[config.mk]
export PLATFORM = sky130hd
export DESIGN_NAME = mem_port_arbiter
export DESIGN_NICKNAME = d
export VERILOG_FILES = /design/src/rtl/mem_port_arbiter.sv
export SDC_FILE = /design/constraint.sdc
export NUM_CORES = 1
export LEC_CHECK = 0
export CORE_UTILIZATION = 28
export DETAILED_ROUTE_END_ITERATION = 7
export PLACE_DENSITY_LB_ADDON = 0.05
export SLEW_MARGIN = 30
export SYNTH_ARGS = -nofsm -noshare
export SYNTH_HDL_FRONTEND = slang
export SYNTH_SLANG_ARGS = --single-unit
[constraint.sdc]
create_clock -name c -period 3.4 [get_ports c]
set_input_delay 0.68 -clock c [delete_from_list [all_inputs] [get_ports c]]
set_output_delay 0.68 -clock c [all_outputs]
set_load 0.02 [all_outputs]
[src/rtl/mem_port_arbiter.sv]
// -----------------------------------------------------------------------------
// mem_port_arbiter
//
// Shares one synchronous memory port between two requesters:
//   requester 0 : CPU data path
//   requester 1 : secondary master (video / DMA)
//
// At most one access is granted per cycle. Ties are broken round-robin. A
// requester may hold the port for an atomic sequence by asserting its lock
// input. The lock is bounded: after LOCK_MAX consecutive locked grants, a
// waiting requester gets one access in between. Read responses are tagged, so
// each requester's rvalid qualifies the shared rdata one cycle after acceptance.
//
// Ports
//   c                  clock; all state updates on the rising edge
//   r                  asynchronous active-low reset
//   reqN / weN / lockN request, write enable (1 = write), keep-ownership hint
//   addrN / wdataN     access address and write data, held until granted
//   gntN               combinational grant; accepted on an edge with reqN && gntN
//   rvalidN            read data on rdata belongs to requester N this cycle
//   rdata              shared read data (pass-through of mem_rdata)
//   mem_addr / mem_we / mem_wdata / mem_rdata
//                      synchronous RAM port; read data one cycle after address
// -----------------------------------------------------------------------------
module mem_port_arbiter #(
   parameter int DATA_WIDTH = 16,
   parameter int ADDR_WIDTH = 16,
   parameter int LOCK_MAX   = 8
) (
   input  logic                  c,
   input  logic                  r,

   input  logic                  req0,
   input  logic                  we0,
   input  logic                  lock0,
   input  logic [ADDR_WIDTH-1:0] addr0,
   input  logic [DATA_WIDTH-1:0] wdata0,

   input  logic                  req1,
   input  logic                  we1,
   input  logic                  lock1,
   input  logic [ADDR_WIDTH-1:0] addr1,
   input  logic [DATA_WIDTH-1:0] wdata1,

   output logic                  gnt0,
   output logic                  gnt1,
   output logic                  rvalid0,
   output logic                  rvalid1,
   output logic [DATA_WIDTH-1:0] rdata,

   output logic [ADDR_WIDTH-1:0] mem_addr,
   output logic                  mem_we,
   output logic [DATA_WIDTH-1:0] mem_wdata,
   input  logic [DATA_WIDTH-1:0] mem_rdata
);

   // Counter wide enough to hold 0..LOCK_MAX.
   localparam int                CNT_W      = $clog2(LOCK_MAX + 1);
   localparam logic [CNT_W-1:0]  LOCK_MAX_C = CNT_W'(LOCK_MAX);

   // ---------------------------------------------------------------------------
   // State
   // ---------------------------------------------------------------------------
   logic             last;        // requester granted most recently
   logic             locked_q;    // a lock sequence is active
   logic             lock_owner;  // requester that owns the lock
   logic [CNT_W-1:0] lock_cnt;    // consecutive locked grants in current run
   logic             rd_pend;     // a read was accepted on the previous edge
   logic             rd_owner;    // requester that read belongs to

   // ---------------------------------------------------------------------------
   // Grant selection
   // ---------------------------------------------------------------------------
   logic owner_req;     // lock owner is requesting
   logic owner_lock;    // lock owner still asks to keep the port
   logic other_req;     // the non-owner is requesting
   logic lock_hold;     // lock sequence survives this cycle (no release)
   logic lock_force;    // lock owner wins regardless of round-robin
   logic gnt_any;       // some requester is granted this cycle
   logic gnt_sel;       // which one (valid when gnt_any)
   logic acc_we;        // write enable of the granted requester
   logic acc_lock;      // lock input of the granted requester

   always_comb begin
      // NOTE: every combinational output gets a default before any branch,
      // so no path leaves a signal unassigned and no latch is inferred.
      owner_req  = lock_owner ? req1  : req0;
      owner_lock = lock_owner ? lock1 : lock0;
      other_req  = lock_owner ? req0  : req1;

      lock_hold  = locked_q && owner_req && owner_lock;
      // Once the run reaches LOCK_MAX the owner only keeps winning while the
      // other side is idle; otherwise round-robin hands the port over.
      lock_force = lock_hold && ((lock_cnt < LOCK_MAX_C) || !other_req);

      gnt_any = 1'b0;
      gnt_sel = 1'b0;
      if (!r) begin
         // Nothing is granted while reset is asserted.
         gnt_any = 1'b0;
      end else if (lock_force) begin
         gnt_any = 1'b1;
         gnt_sel = lock_owner;
      end else if (req0 && req1) begin
         gnt_any = 1'b1;
         gnt_sel = ~last;
      end else if (req0) begin
         gnt_any = 1'b1;
         gnt_sel = 1'b0;
      end else if (req1) begin
         gnt_any = 1'b1;
         gnt_sel = 1'b1;
      end

      acc_we   = gnt_sel ? we1   : we0;
      acc_lock = gnt_sel ? lock1 : lock0;
   end

   assign gnt0 = gnt_any && !gnt_sel;
   assign gnt1 = gnt_any &&  gnt_sel;

   // ---------------------------------------------------------------------------
   // Memory side: requester 0 drives address/data whenever nobody is granted,
   // which keeps the mux a single select bit.
   // ---------------------------------------------------------------------------
   assign mem_addr  = gnt1 ? addr1  : addr0;
   assign mem_wdata = gnt1 ? wdata1 : wdata0;
   assign mem_we    = gnt_any && acc_we;

   // ---------------------------------------------------------------------------
   // Read response: RAM data arrives one cycle after the address, so the tag
   // registered at acceptance lines up with mem_rdata on the following cycle.
   // ---------------------------------------------------------------------------
   assign rvalid0 = rd_pend && !rd_owner;
   assign rvalid1 = rd_pend &&  rd_owner;
   assign rdata   = mem_rdata;

   // ---------------------------------------------------------------------------
   // Sequential state
   // ---------------------------------------------------------------------------
   always_ff @(posedge c or negedge r) begin
      if (!r) begin
         // NOTE: all state uses non-blocking assignments, so every update here
         // sees the pre-edge values regardless of statement order; later
         // assignments to the same register simply take priority.
         last       <= 1'b1;   // requester 0 wins the first tie
         locked_q   <= 1'b0;
         lock_owner <= 1'b0;
         lock_cnt   <= '0;
         rd_pend    <= 1'b0;
         rd_owner   <= 1'b0;
      end else begin
         // One response per accepted read; writes and idle cycles clear it.
         rd_pend <= gnt_any && !acc_we;

         if (gnt_any) begin
            last <= gnt_sel;
            if (!acc_we) begin
               rd_owner <= gnt_sel;
            end
         end

         // Release: owner stopped requesting or dropped its lock.
         if (locked_q && !lock_hold) begin
            locked_q <= 1'b0;
            lock_cnt <= '0;
         end

         if (gnt_any) begin
            if (lock_hold) begin
               if (gnt_sel == lock_owner) begin
                  // Continue the run, saturating at LOCK_MAX.
                  if (lock_cnt < LOCK_MAX_C) begin
                     lock_cnt <= lock_cnt + 1'b1;
                  end
               end else begin
                  // Forced break: the waiting side got its slot. The lock
                  // stays with the owner and a fresh run starts on its next
                  // grant.
                  lock_cnt <= '0;
               end
            end else if (acc_lock) begin
               // Acquire (also covers taking over right after a release).
               locked_q   <= 1'b1;
               lock_owner <= gnt_sel;
               lock_cnt   <= CNT_W'(1);
            end
         end
      end
   end

endmodule

; Word level (Yosys, flattened, before mapping)
; Cells that the tools add are included.
[word_totals]
word_cells = 57
register_bits = 9
output_inout_bits = 53
inputBits = 88
[classes]
n_reduce_logical = 19
mux = 26
bitwise_logic = 3
magnitude_cmp = 1
eq_ne = 1
n_addsub = 1
[ops]
columns = cell, n
row1 = 16-bit two-way mux, 2
row2 = 4-bit two-way mux, 6
row3 = 1-bit two-way mux, 18
row4 = 1-bit logical AND, 11
row5 = 1-bit zero test, 5
row6 = 4-bit by 1-bit adder with 4-bit output (second input constant), 1
row7 = 4-bit less-than comparator (second input constant), 1
row8 = 1-bit inverter, 3
row9 = 3-bit AND reduction, 1
row10 = 2-bit AND reduction, 1
row11 = 1-bit == test, 1
row12 = 1-bit logical OR, 1

; Logic depth before layout (Yosys ltp)
; Gate-level depths: netlist of the first run.
[logic_depth]
depth_word = 10
mapped_depth = 7
ltp_nobuf = 5

; Worst setup path after synthesis of the first run
; Ideal clock, no wire load.
[synth_timing]
kind = input to output
start = in req1
end = out mem_wdata[10]
setup_slack_ns = 0.456
t_required_ns = 2.720
cell_stages = 6
path_buffers = 2
arrival_ns = 2.264
cell_sequence = buf_4 -> nand4_1 -> a22oi_4 -> mux2i_4 -> buf_6 -> mux2_4
[synth_between]
elab_chain_len = 8
word_cells_on_any_way = 19
cone_classes = mux (12) / reduce/logical (7)
[synth_rtl]
columns = element, line_no
row1 = from (decl), 39  ; input logic req1,
row2 = 1-bit two-way mux (on tied branches), "87, 89"
row3 = 1-bit logical AND / 1-bit zero test (equally long branches), "91, 94"
row4 = 1-bit logical AND / 1-bit logical OR (equally long branches), "91, 94"
row5 = 1-bit logical AND, 94  ; lock_force = lock_hold && ((lock_cnt < LOCK_MAX_C) || !other_req);
row6 = 1-bit two-way mux, 101  ; end else if (lock_force) begin
row7 = 1-bit two-way mux, 98  ; if (!r) begin
row8 = 1-bit logical AND *, 120  ; assign gnt1 = gnt_any && gnt_sel;
row9 = named net gnt1, 46  ; output logic gnt1,
row10 = 16-bit two-way mux *, 127  ; assign mem_wdata = gnt1 ? wdata1 : wdata0;
row11 = to (decl), 53  ; output logic [DATA_WIDTH-1:0] mem_wdata,
; Mark *: on every way through the listed nets, which the timed path passes. The rest lies on a longest branch.

; Worst setup path in the final report of the first run
[layout_timing]
start = in req0
end = out mem_addr[15]
[layout_between]
elab_chain_len = 8
word_cells_on_any_way = 18
cone_classes = mux (11) / reduce/logical (7)
[layout_rtl]
columns = element, line_no
row1 = from (decl), 33  ; input logic req0,
row2 = 1-bit two-way mux (on tied branches), "87, 89"
row3 = 1-bit logical AND / 1-bit zero test (equally long branches), "91, 94"
row4 = 1-bit logical AND / 1-bit logical OR (equally long branches), "91, 94"
row5 = 1-bit logical AND, 94
row6 = 1-bit two-way mux, 101
row7 = 1-bit two-way mux, 98
row8 = 1-bit logical AND *, 120
row9 = 16-bit two-way mux *, 126  ; assign mem_addr = gnt1 ? addr1 : addr0;
row10 = to (decl), 51  ; output logic [ADDR_WIDTH-1:0] mem_addr,
; Every way passes the cells marked *; elsewhere a longest branch is shown, timed or not.

==> flow_metrics.py, run 1 <==
metrics = {
    "final_layout": {
        "num_antenna_cells": 0,
        "nNetsFinal": 320,
        "stdcell_area_mm2": 0.002464,
        "drive_gt1_frac": 0.3174,
        "fill_cells": 362,
        "regArea_um2": 226.5,
        "multiInputGateArea_um2": 840.8,
        "syn_to_final_growth_pct": 97.69,
    },
    "route": {
        "drt_iter0_markers": 40,
        "antenna_left": 0,
        "vias": 1346,
        "drc": 0,
        "vias_per_cell": 4.807,
        "wl_mm": 4.487,
        "wl_per_cell_um": 16.03,
        "drtPass1Iterations": 4,
    },
    "power_and_ir_drop": {
        "peakVddDrop_v": 0.0001717,
        "switching_power_w": 0.0001890,
        "leakagePower_nw": 1.107,
        "p_sw_frac": 0.3164,
        "power_density_mw_per_mm2": 242.5,
        "seq_power_share": 0.220,
        "pwr-share-comb": 0.570,
        "p_clk_frac": 0.210,
        "p_int_w": 0.0004085,
        "finalPower_w": 0.0005975,
    },
    "clocking": {
        "root_buffer": "clkbuf_8",
        "cts_inserted_buffers": 3,
        "htree_levels": 1,
        "insertion_delay_ns": 0.23,
        "clock_sinks": 9,
        "cts_hold_buffers": 0,
        "clkTransAtPathRegs_ns": 0.04,
        "clock_path_buffers": 2,
        "cts_tree": "yes",
    },
    "worst_setup_path": {
        "worstPathArrival_ns": 2.66,
        "rrSetupSlack_ns": 1.05,
        "required_ns": 2.72,
        "crit_family": "multiplexers",
        "r2r-start": "lock_owner$_DFFE_PN0P_",
        "cp.depth": 8,
        "reg2reg_to": "last$_DFFE_PN1P_",
        "crit_type": "in2out",
        "cpMaxStageDelayCell": "mux2i_4",
        "endpoint_kind": "primary output",
        "worstSetupStartpointType": "input pin",
        "slowest_delay_ns": 0.34,
        "cp_cell_sequence": "clkdlybuf4s15_2, mux2_4, a22oi_4, mux2i_4, buf_6, bufbuf_16, mux2_2, buf_4",
        "timing.critical_path.buf_inv": 4,
        "critPathMaxFanout": 8,
        "r2r_cells": 9,
    },
    "flow_run": {
        "max_cap_viol_count": 0,
    },
    "synth": {
        "synth_top_area_frac": 0.3133,
        "yosysWarnings": 0,
        "synth_top_flop_cell": "dfrtp_1",
        "syn_nets": 207,
        "synth_edf_count": 0,
        "syn_inst": 118,
        "synth_area_leaders": "mux2_4, dfrtp_1, buf_4, mux2_2, buf_6",
        "synth_common_cells": "mux2_4, buf_4, dfrtp_1",
        "synth_cell_types": 35,
        "synth_most_common_cell": "mux2_4",
        "synth-seq-area-share": 0.1817,
        "synth_largest_area_cell": "mux2_4",
        "async_reset_ff_frac": 1.000,
        "syn_area_mm2": 0.001246,
        "ys_ff_latch": 9,
        "avgSynthCellArea_um2": 10.56,
    },
    "placed_design": {
        "port_buffers": 108,
        "dp_hpwl_mm": 3.628,
        "place_area_mm2": 0.002355,
        "gp_congestion": 0.8668,
    },
    "sta": {
        "period_minus_slack_ns": 3.337,
        "slew_headroom": 0.5972,
        "finalCritPeriodShare": 0.9816,
        "fmaxAchievable_mhz": 299.6,
        "hold_slack_ns": 0.4876,
        "rsz0062_at_grt": "false",
        "setup_viol": 0,
        "fin_skew_ns": 0.0006339,
        "tightestPinTransition_ns": 0.5967,
        "final_hold_viol_count": 0,
        "maxSlewViolCount": 0,
    },
    "global_route": {
        "grt_pass1_vias": 1334,
        "grt_pass1_wl_mm": 6.451,
        "gr-usage-all-layers": 0.1862,
        "grt_remaining_overflow": 0,
        "grt_max_degree": 11,
        "antenna_found_initial": 0,
    },
    "floorplan": {
        "start_util": 0.3007,
        "num_io_pins": 141,
        "dieWidth_um": 68.72,
        "design.die.area_mm2": 0.004722,
        "fp.coreArea_mm2": 0.004144,
        "rows": 23,
        "fp.dieH_um": 68.72,
    },
    "hold_path": {
        "hold_path_class": "reg2reg",
        "min_path_cells": 2,
        "hp-start": "last$_DFFE_PN1P_",
        "holdPathEnd": "last$_DFFE_PN1P_",
    },
    "outcome": {
        "outcome": "finished clean",
    },
}
## placed cells by master (no fill, tap or decap), types with 2 or more instances in the layout
cell type / n
a21oi_1: 5
buf_4: 17
o21ai_0: 3
o21a_1: 2
clkdlybuf4s50_1: 70
nand4_1: 4
nand3_1: 2
inv_1: 5
mux2_2: 6
buf_12: 2
buf_2: 5
a21boi_0: 2
buf_6: 2
mux2_4: 27
nor2_1: 3
dlygate4sd2_1: 13
clkdlybuf4s15_1: 13
dfrtp_1: 8
nand2_1: 7
clkbuf_8: 3
and2_1: 3
clkdlybuf4s15_2: 4
## worst reg2reg max path: cells and delay by family (launching register included)
family | cells | cell delay (ns)
buffers and inverters | 4 | 0.69
flip-flops | 1 | 0.53
AND/OR/NAND/NOR | 1 | 0.05
AO/OA/AOI/OAI | 2 | 0.32
multiplexers | 2 | 0.69
## power by group through the flow
stage          clock network, W  registers, W  logic [W]
4_1_cts                0.000127      0.000131   0.000342
2_1_floorplan                 0      0.000129   0.000190
6_report               0.000126      0.000131   0.000340
3_5_place_dp                  0      0.000132   0.000345
5_1_grt                0.000134      0.000133   0.000365
3_3_place_gp                  0      0.000131   0.000340
## worst max-delay path by stage
stage,from,to,slack (ns)
after floorplan,req1,mem_wdata[10],0.46
after global placement,req0,mem_we,-0.37
after detailed placement,req0,mem_wdata[15],-0.40
after CTS,req1,mem_addr[15],0.04
after global routing,req0,mem_addr[0],0.005
final,req0,mem_addr[15],0.06
## routing by layer
metal	global-route usage	vias up	wire, um	part of all wire
li1	-	653	-	-
met1	0.1962	614	1603	0.36
met2	0.3713	68	2376	0.53
met3	0.03125	11	453	0.10
met4	0.05357	0	54	0.012
met5	0	-	0	0
## per-stage QoR
step | setup WS, ns | setup TNS, ns | util | cells
CTS | 0.04463 | 0 | 0.5936 | 280
global placement | -0.3687 | -10.60 | 0.5682 | 270
finish | 0.06265 | 0 | 0.5945 | 280
floorplan | 0.4561 | 0 | - | 118
detailed placement | -0.3978 | -12.21 | 0.5682 | 270
global route | 0.004974 | 0 | 0.5945 | 280
## cell type report
class / count / area share
multi-input combinational: 83 / 0.3413
timing repair buffer: 129 / 0.5155
tap: 50 / 0.02539
clock buffer: 4 / 0.01828
sequential: 9 / 0.09192
inverter: 5 / 0.007618
## what timing repair did
| item | 4_1_cts | 5_1_grt |
|---|---|---|
| setup endpoints to repair | 35 | 4 |
| cloned | 2 | 0 |
| resized for setup | 84 | 5 |
| pin swaps | 2 | 1 |
| buffers inserted | 4 | 0 |
## kinds of logic after synthesis
group | after synthesis | share of synthesized area
buffers and inverters | 26 | 0.1536
muxes | 35 | 0.4026
and+or+nand+nor | 22 | 0.09739
AOI/OAI and AO/OA | 25 | 0.1546
DFF | 9 | 0.1817
adders and majority gates | 1 | 0.01004
Note: power is estimated with default switching activity, not from simulation.
==> run 2: changes to the inputs <==
--- a/config.mk
+++ b/config.mk
@@ -5,9 +5,11 @@
 export SDC_FILE = /design/constraint.sdc
 export NUM_CORES = 1
 export LEC_CHECK = 0
+export CORE_MARGIN = 3
 export CORE_UTILIZATION = 28
 export DETAILED_ROUTE_END_ITERATION = 7
 export PLACE_DENSITY_LB_ADDON = 0.05
+export SKIP_CTS_REPAIR_TIMING = 1
 export SLEW_MARGIN = 30
 export SYNTH_ARGS = -nofsm -noshare
 export SYNTH_HDL_FRONTEND = slang
==> constraint.sdc (replaced) <==
create_clock -name c -period 3.4 [get_ports c]
set_input_delay 0.68 -clock c [delete_from_list [all_inputs] [get_ports c]]
set_output_delay 0.68 -clock c [all_outputs]
set_load 0.1 [all_outputs]
==> run 2 against run 1 <==
Compared with the run above:
- sequential cell count did not move
- die area is 12% higher
- fmax increased by 0.16%
- first-iteration DRC count rose by 5.0%
- combinational power grew 100%
- largest cell class unchanged
==> flow_metrics.py, run 2 (synthesis results as in run 1) <==
metrics = {
    "final_layout": {
        "drive_gt1_frac": 0.4311,
        "final_cell_mix": "clkdlybuf4s50_1, buf_12, mux2_4, buf_4, dfrtp_1",
        "multiInputGateArea_um2": 845.8,
        "stdcell_area_mm2": 0.002826,
        "num_antenna_cells": 0,
        "layout_commonest_cell": "clkdlybuf4s50_1",
        "regArea_um2": 226.5,
        "final_util": 0.6821,
        "syn_to_final_growth_pct": 126.8,
        "nNetsFinal": 315,
        "fill_cells": 306,
    },
    "route": {
        "wl_mm": 4.939,
        "vias_per_cell": 5.015,
        "drt_iter0_markers": 42,
        "wl_per_cell_um": 17.96,
        "drtPass1Iterations": 4,
        "antenna_left": 0,
        "vias": 1379,
        "drc": 0,
    },
    "clocking": {
        "htree_levels": 1,
        "cts_tree": "yes",
        "clkTransAtPathRegs_ns": 0.05,
        "root_buffer": "clkbuf_8",
        "clock_sinks": 9,
        "clock_path_buffers": 2,
        "cts_inserted_buffers": 3,
        "insertion_delay_ns": 0.24,
    },
    "global_route": {
        "antenna_found_initial": 0,
        "grt_pass1_wl_mm": 7.286,
        "grt_pass1_vias": 1363,
        "grt_max_degree": 23,
        "grt_remaining_overflow": 0,
        "gr-usage-all-layers": 0.1752,
    },
    "sta": {
        "finalCritPeriodShare": 0.9800,
        "tightestPinTransition_ns": 0.6325,
        "hold_slack_ns": 0.5283,
        "final_hold_viol_count": 0,
        "period_minus_slack_ns": 3.332,
        "fmaxAchievable_mhz": 300.1,
        "slew_headroom": 0.5730,
        "maxSlewViolCount": 0,
        "setup_ws_ns": 0.06809,
        "setup_viol": 0,
        "fin_skew_ns": 0.002079,
    },
    "placed_design": {
        "dp_hpwl_mm": 4.021,
        "place_worst_setup_slack_ns": -0.003240,
        "gp_congestion": 0.8185,
        "port_buffers": 108,
        "place_area_mm2": 0.002683,
    },
    "worst_setup_path": {
        "crit_type": "in2out",
        "worstPathArrival_ns": 2.65,
        "required_ns": 2.72,
        "r2r_cells": 7,
        "startpoint": "lock1",
        "worstSetupStartpointType": "input pin",
        "endpoint_kind": "primary output",
        "critPathMaxFanout": 15,
        "reg2reg_to": "lock_cnt[1]$_DFF_PN0_",
        "rrSetupSlack_ns": 1.19,
        "r2r-start": "lock_owner$_DFFE_PN0P_",
        "setup.worst_path.end": "mem_addr[13]",
    },
    "floorplan": {
        "fp.coreArea_mm2": 0.004144,
        "num_io_pins": 141,
        "rows": 23,
        "design.die.area_mm2": 0.005287,
        "start_util": 0.3007,
        "dieWidth_um": 72.72,
        "fp.dieH_um": 72.72,
    },
    "power_and_ir_drop": {
        "pwr-share-comb": 0.729,
        "seq_power_share": 0.140,
        "switching_power_w": 0.0004445,
        "p_int_w": 0.0005008,
        "power_density_mw_per_mm2": 334.4,
        "p_sw_frac": 0.4702,
        "p_clk_frac": 0.132,
        "leakagePower_nw": 1.266,
        "peakVddDrop_v": 0.0002132,
    },
    "outcome": {
        "outcome": "finished clean",
    },
    "flow_run": {
        "max_cap_viol_count": 0,
    },
    "hold_path": {
        "hold_path_class": "reg2reg",
    },
}
-- run 2: worst min-delay path by stage --
stage | start | end | slack [ns] | cells after the start
global placement | last$_DFFE_PN1P_ | last$_DFFE_PN1P_ | 0.50 | 2
finish | last$_DFFE_PN1P_ | last$_DFFE_PN1P_ | 0.53 | 2
floorplan | r | async pin | 0.38 | 0
CTS | last$_DFFE_PN1P_ | last$_DFFE_PN1P_ | 0.50 | 2
global route | last$_DFFE_PN1P_ | last$_DFFE_PN1P_ | 0.54 | 2
detailed placement | last$_DFFE_PN1P_ | last$_DFFE_PN1P_ | 0.49 | 2
-- run 2: power groups by stage --
| stage | clock network [W] | logic (W) | registers (W) |
|---|---|---|---|
| 2_1_floorplan | 0 | 0.000487 | 0.000129 |
| 3_3_place_gp | 0 | 0.000669 | 0.000132 |
| 3_5_place_dp | 0 | 0.000676 | 0.000132 |
| 4_1_cts | 0.000128 | 0.000677 | 0.000131 |
| 5_1_grt | 0.000138 | 0.000711 | 0.000133 |
| 6_report | 0.000124 | 0.000689 | 0.000132 |
-- run 2: routing by layer --
metal	track usage	share of wire
met1	0.2420	0.42
met2	0.2786	0.48
met3	0.03306	0.086
met4	0.04713	0.018
met5	0	0
-- run 2: per-stage QoR --
step	setup TNS (ns)	instances	power (W)
floorplan	0	118	0.0006156
global placement	0	267	0.0008008
detailed placement	-0.006173	267	0.0008079
CTS	-0.02489	271	0.0009367
global route	-0.007393	275	0.0009822
finish	0	275	0.0009453
-- run 2: cell type report --
type / instances / area share
inverters: 5 / 0.006640
well taps: 50 / 0.02213
clock inverters: 1 / 0.001771
clock buffers: 3 / 0.01461
repair buffers: 124 / 0.5755
flip-flops and latches: 9 / 0.08012
multi-input cells: 83 / 0.2992
-- run 2: critical path, cell delays in order --
cell             delay [ns]
clkdlybuf4s50_1        0.48
nand4_1                0.15
a22oi_4                0.24
mux2i_4                0.28
buf_12                 0.15
buf_12                 0.16
mux2_4                 0.33
buf_12                 0.17
